## src/rtl/key_pkg.sv

```systemverilog
// Shared encodings for the key event controller: event types and per-key FSM states.
package key_pkg;

  typedef enum logic [1:0] {
    EVT_NONE   = 2'b00,
    EVT_SHORT  = 2'b01,
    EVT_LONG   = 2'b10,
    EVT_REPEAT = 2'b11
  } evt_type_e;

  typedef enum logic [1:0] {
    IDLE    = 2'b00,
    PRESSED = 2'b01,
    HELD    = 2'b10
  } key_state_e;

endpackage

```

## src/rtl/key_press_fsm.sv

```systemverilog
// Per-key press classifier: turns one active-low key level into SHORT/LONG/REPEAT strobes.
module key_press_fsm
  import key_pkg::*;
#(
  parameter int unsigned LONG_CYC = 8,
  parameter int unsigned REP_CYC  = 4,
  parameter int unsigned CNT_W    = 4
) (
  input  logic       clk,
  input  logic       rst,
  input  logic       key_lvl,
  output logic       evt_stb_c,
  output logic [1:0] evt_type_c
);

  localparam logic [CNT_W-1:0] LONG_LAST = CNT_W'(LONG_CYC - 1);
  localparam logic [CNT_W-1:0] REP_LAST  = CNT_W'(REP_CYC - 1);

  key_state_e       state, state_nxt;
  logic [CNT_W-1:0] cnt, cnt_nxt;

  always_ff @(posedge clk) begin
    if (rst) begin
      state <= IDLE;
      cnt   <= '0;
    end else begin
      state <= state_nxt;
      cnt   <= cnt_nxt;
    end
  end

  // Event strobes are combinational so the pending slot captures them on the same edge.
  always_comb begin
    state_nxt  = state;
    cnt_nxt    = cnt;
    evt_stb_c  = 1'b0;
    evt_type_c = EVT_NONE;
    unique case (state)
      IDLE: begin
        if (!key_lvl) begin
          state_nxt = PRESSED;
          cnt_nxt   = CNT_W'(1);
        end
      end
      PRESSED: begin
        if (key_lvl) begin
          evt_stb_c  = 1'b1;
          evt_type_c = EVT_SHORT;
          state_nxt  = IDLE;
        end else if (cnt == LONG_LAST) begin
          evt_stb_c  = 1'b1;
          evt_type_c = EVT_LONG;
          state_nxt  = HELD;
          cnt_nxt    = '0;
        end else begin
          cnt_nxt = cnt + CNT_W'(1);
        end
      end
      HELD: begin
        if (key_lvl) begin
          state_nxt = IDLE;
        end else if (cnt == REP_LAST) begin
          evt_stb_c  = 1'b1;
          evt_type_c = EVT_REPEAT;
          cnt_nxt    = '0;
        end else begin
          cnt_nxt = cnt + CNT_W'(1);
        end
      end
      default: state_nxt = IDLE;
    endcase
  end

endmodule

```

## src/rtl/key_event_ctrl.sv

```systemverilog
// Key event controller: per-key press classification, pending slots and a round-robin
// arbiter feeding one registered valid/ready event stream.
module key_event_ctrl
  import key_pkg::*;
#(
  parameter int unsigned NUM_KEYS = 4,
  parameter int unsigned LONG_CYC = 1000000,
  parameter int unsigned REP_CYC  = 250000,
  parameter int unsigned CNT_W    = $clog2((LONG_CYC > REP_CYC) ? LONG_CYC : REP_CYC) + 1,
  parameter int unsigned IDX_W    = $clog2(NUM_KEYS)
) (
  input  logic                clk,
  input  logic                rst,
  input  logic [NUM_KEYS-1:0] key_lvl,
  output logic                evt_valid,
  input  logic                evt_ready,
  output logic [IDX_W-1:0]    evt_key,
  output logic [1:0]          evt_type,
  output logic                evt_ovf
);

  logic [NUM_KEYS-1:0]      stb_c;
  logic [NUM_KEYS-1:0][1:0] stb_type_c;

  logic [NUM_KEYS-1:0]      pend, pend_nxt;
  logic [NUM_KEYS-1:0][1:0] ptype, ptype_nxt;
  logic [IDX_W-1:0]         ptr, ptr_nxt;
  logic [IDX_W-1:0]         gnt_c;
  logic                     gnt_vld_c;
  logic                     load_c;
  logic                     ovf_c;
  logic                     valid_nxt;
  logic [IDX_W-1:0]         key_nxt;
  logic [1:0]               type_nxt;

  function automatic logic [IDX_W-1:0] wrap_idx(input int unsigned v);
    return IDX_W'(v % NUM_KEYS);
  endfunction

  for (genvar k = 0; k < int'(NUM_KEYS); k++) begin : g_key
    key_press_fsm #(
      .LONG_CYC (LONG_CYC),
      .REP_CYC  (REP_CYC),
      .CNT_W    (CNT_W)
    ) u_fsm (
      .clk        (clk),
      .rst        (rst),
      .key_lvl    (key_lvl[k]),
      .evt_stb_c  (stb_c[k]),
      .evt_type_c (stb_type_c[k])
    );
  end

  // First pending key at or after the round-robin pointer.
  always_comb begin
    gnt_vld_c = 1'b0;
    gnt_c     = '0;
    for (int unsigned i = 0; i < NUM_KEYS; i++) begin
      if (!gnt_vld_c && pend[wrap_idx(32'(ptr) + i)]) begin
        gnt_vld_c = 1'b1;
        gnt_c     = wrap_idx(32'(ptr) + i);
      end
    end
  end

  // Issue into the output register first; a new event on the issued key re-arms its slot.
  always_comb begin
    load_c    = !evt_valid || evt_ready;
    pend_nxt  = pend;
    ptype_nxt = ptype;
    ptr_nxt   = ptr;
    valid_nxt = evt_valid;
    key_nxt   = evt_key;
    type_nxt  = evt_type;
    ovf_c     = 1'b0;
    if (load_c) begin
      valid_nxt = gnt_vld_c;
      if (gnt_vld_c) begin
        key_nxt         = gnt_c;
        type_nxt        = ptype[gnt_c];
        pend_nxt[gnt_c] = 1'b0;
        ptr_nxt         = wrap_idx(32'(gnt_c) + 32'd1);
      end
    end
    for (int unsigned k = 0; k < NUM_KEYS; k++) begin
      if (stb_c[k]) begin
        if (pend[k] && !(load_c && gnt_vld_c && gnt_c == IDX_W'(k))) begin
          ovf_c = 1'b1;
        end
        pend_nxt[k]  = 1'b1;
        ptype_nxt[k] = stb_type_c[k];
      end
    end
  end

  always_ff @(posedge clk) begin
    if (rst) begin
      pend      <= '0;
      ptype     <= '0;
      ptr       <= '0;
      evt_valid <= 1'b0;
      evt_key   <= '0;
      evt_type  <= EVT_NONE;
      evt_ovf   <= 1'b0;
    end else begin
      pend      <= pend_nxt;
      ptype     <= ptype_nxt;
      ptr       <= ptr_nxt;
      evt_valid <= valid_nxt;
      evt_key   <= key_nxt;
      evt_type  <= type_nxt;
      evt_ovf   <= ovf_c;
    end
  end

endmodule

```

## config.mk

```make
export PLATFORM = sky130hd
export DESIGN_NAME = key_event_ctrl
export DESIGN_NICKNAME = d
export VERILOG_FILES = /design/src/rtl/key_pkg.sv /design/src/rtl/key_press_fsm.sv /design/src/rtl/key_event_ctrl.sv
export SDC_FILE = /design/constraint.sdc
export NUM_CORES = 1
export LEC_CHECK = 0
export BUFFER_PORTS_ARGS = -buffer_cell sky130_fd_sc_hd__buf_4
export CAP_MARGIN = 20
export CORE_AREA = 4 4 89 153
export DETAILED_ROUTE_END_ITERATION = 12
export DIE_AREA = 0 0 93 157
export PLACE_DENSITY_LB_ADDON = 0.15
export SLEW_MARGIN = 20
export SYNTH_ARGS = -nofsm -noshare
export SYNTH_HDL_FRONTEND = slang
export SYNTH_SLANG_ARGS = --single-unit
export TNS_END_PERCENT = 10
```

## constraint.sdc

```tcl
create_clock -name clk -period 5.5 [get_ports clk]
set_clock_uncertainty 0.1 [all_clocks]
set_input_delay 1.1 -clock clk [delete_from_list [all_inputs] [get_ports clk]]
set_output_delay 1.1 -clock clk [all_outputs]
set_load 0.01 [all_outputs]
```

==> impl_metrics.yaml <==
outcome:
  outcome: "finished, final reports clean"
setup_path:
  rrSetupSlack_ns: 2.69
  critical_path.max_stage_delay_ns: 0.54
  r2r_end: "g_key[3].u_fsm.cnt[15]"
  cp_cell_sequence: "or4_1, or4_4, o21ai_2, a21boi_1, o21bai_1, buf_4, nor2_1"
  crit_slowest_cell: "o21bai_1"
  end_kind: "register"
  start_kind: "register"
  critPathRequiredTime_ns: 5.64
  r2r-start: "g_key[3].u_fsm.cnt[6]"
  reg2regPathDepth: 7
  arrival_ns: 2.95
  crit_type: "register to register"
  worstPathMaxFanout: 12
placed_design:
  dpl-instance-area_um2: 5910
  post-dp-hpwl_um: 8880
  numPortBuffers: 12
  dp_cells: 849
  gp_congestion: 0.891
detailed_routing:
  drtAntennaViolNets: 0
  num_vias: 4697
  vias_per_cell: 5.43
  wl_per_cell_um: 13.9
  drcViolationCount: 0
  drtIter0Drc: 152
  first_pass_iters: 4
  drt-total-wl_um: 12000
clock_network:
  clk_pin_slew_worst_paths_ns: 0.08
  cts_tree: "done"
  cts.sink_count: 112
  clock_latency_ns: 0.35
  postCtsSetupBuffers: 0
  cts_root_buffer: "clkbuf_16"
  cts.htree.levels: 3
  cts_resized: 0
  numCtsBuffers: 9
  cts_buffer_depth: 2
  cts-hold-fix-buffers: 0
logic_synthesis:
  avgSynthCellArea_um2: 8.30
  synthFlopType: "dfxtp_1"
  synthCells: 687
  syn_area_um2: 5710
  netlist.area_leader.share: 0.393
  async_reset_ff_frac: 0
  synth-edff-count: 0
  yosysUniqueCellTypes: 64
  yosys_warnings: 0
  syn-num-nets: 710
  yosysTopAreaCell: "dfxtp_1"
  synth_area_leaders: "dfxtp_1 39%, nor2_1 8.1%, xor2_1 6.4%"
  synth-seq-cells: 112
  ys_seq_area_frac: 0.393
hold_path:
  hold_path.class: "register to register"
  holdPathStages: 2
  worstHoldStart: "evt_key[0]"
  min_to: "evt_key[0]"
power:
  vdd_drop_max_v: 0.000180
  p_seq_frac: 0.499
  p_comb_frac: 0.076
  p_int_w: 0.00127
  power_switching_w: 0.000400
  p_per_area_nw_per_um2: 268
  swShare: 0.239
  power_frac_clock: 0.425
  power.leakage_nw: 2.07
global_route:
  antenna_found_initial: 0
  grt_max_degree: 39
  gr-total-overflow: 0
  grt_pass1_vias: 4677
  grt_pass1_wl_um: 21200
  grtUsageTotal: 0.176
finish:
  layout-drive-gt1-share: 0.0760
  fin_area_um2: 6240
  antenna_cells: 0
  fin_nets: 715
  area_growth_pct: 9.41
  final_cell_count_no_fill: 865
sta:
  drv_slew: 0
  slew_headroom: 0.443
  setup_viol: 0
  clock.fmax_mhz: 355
  finalSetupTns_ns: 0
  tightest_slew_ns: 0.829
  hold_viol: 0
  period_share: 0.512
  rsz0062_at_grt: "false"
  period_minus_slack_ns: 2.81
die:
  die_y_um: 157
  fp.coreArea_um2: 12400
  placementRows: 54
  die_area_um2: 14600
  die_width_um: 93
  initial_core_util: 0.459
  ioPinCount: 13
run:
  drv_cap: 0
==> Yosys cell counts (7+ instances only) <==
cell type	n
and3_1	12
nand4_1	28
nand2b_1	7
nor3_1	16
a21oi_1	40
ha_1	16
clkbuf_1	13
nand3_1	34
and4_1	10
xnor2_1	34
o21ai_0	13
dfxtp_1	112
nand2_1	63
nor2_1	123
nor4_1	11
inv_1	26
xor2_1	42
==> final cells by class <==
| type | count | area [um^2] |
|---|---|---|
| clock inverter | 7 | 103 |
| inverter | 26 | 97.6 |
| clock buffer | 9 | 225 |
| fill | 1219 | 6190 |
| tap | 168 | 210 |
| sequential | 112 | 2240 |
| multi-input combinational | 528 | 3250 |
| timing repair buffer | 15 | 113 |
==> placed cells by master (no fill, tap or decap), types with 15 or more instances in the layout <==
cell type  netlist  layout
inv_1           26      26
nand3_1         34      34
nor2_1         123     123
dfxtp_1        112     112
buf_4            4      15
a21oi_1         40      40
xnor2_1         34      34
ha_1            16      16
nand2_1         63      63
nand4_1         28      28
nor3_1          16      16
xor2_1          42      42
==> power by group through the flow <==
stage	sequential [W]	clock (W)	combinational [W]
after floorplan	0.000849	0	0.000104
after CTS	0.000834	0.000736	0.000129
after detailed placement	0.000853	0	0.000128
after global routing	0.000836	0.000769	0.000145
final	0.000834	0.000710	0.000128
after global placement	0.000853	0	0.000125
==> flip-flops by register name, summed over array words and instances (netlist names) <==
signal,cells
g_key.u_fsm.cnt,84
g_key.u_fsm.state,8
ptype,8
pend,4
evt_key,2
evt_type,2
ptr,2
evt_ovf,1
evt_valid,1
==> cells by family after synthesis <==
logic type               after synthesis  synth area share
AND/OR/NAND/NOR                      340             0.300
flip-flops                           112             0.393
AO/OA/AOI/OAI                         93             0.109
XOR/XNOR                              76             0.117
buffers and inverters                 47            0.0371
adder cells (fa/ha/maj)               16            0.0351
multiplexers                           3           0.00965
==> layer usage <==
metal | share of wire | wire length (um) | global-route usage | up-vias
li1 | - | - | - | 2399
met4 | 0.019 | 229 | 0.0734 | 0
met5 | 0 | 0 | 0 | -
met3 | 0.018 | 220 | 0.0354 | 16
met1 | 0.41 | 4870 | 0.189 | 2237
met2 | 0.56 | 6700 | 0.332 | 45
==> worst max-delay path: cells and delay by family, from the launching register on <==
kind	cells	cell delay (ns)
flip-flops	1	0.35
buffers and inverters	1	0.30
AND/OR/NAND/NOR	3	1.06
AO/OA/AOI/OAI	3	0.88
==> metrics by stage <==
step | worst slack [ns] | power (W) | utilization | hold WS [ns]
global route | 2.51 | 0.00175 | 0.502 | 0.387
finish | 2.69 | 0.00167 | 0.502 | 0.373
CTS | 2.66 | 0.00170 | 0.502 | 0.369
floorplan | 2.74 | 0.000953 | - | 0.344
global placement | 2.55 | 0.000978 | 0.476 | 0.349
detailed placement | 2.51 | 0.000981 | 0.476 | 0.354
==> worst max path at each step <==
stage | start | to | slack [ns] | cells past startpoint
6_report | g_key[3].u_fsm.cnt[6] | g_key[3].u_fsm.cnt[15] | 2.69 | 7
5_1_grt | g_key[3].u_fsm.cnt[6] | g_key[3].u_fsm.cnt[16] | 2.51 | 7
4_1_cts | g_key[3].u_fsm.cnt[6] | g_key[3].u_fsm.cnt[15] | 2.66 | 7
3_5_place_dp | key_lvl[1] | g_key[1].u_fsm.cnt[20] | 2.51 | 6
3_3_place_gp | key_lvl[1] | g_key[1].u_fsm.cnt[20] | 2.55 | 6
2_1_floorplan | key_lvl[1] | g_key[1].u_fsm.cnt[20] | 2.74 | 6
Note: power is estimated with default switching activity, not from simulation.
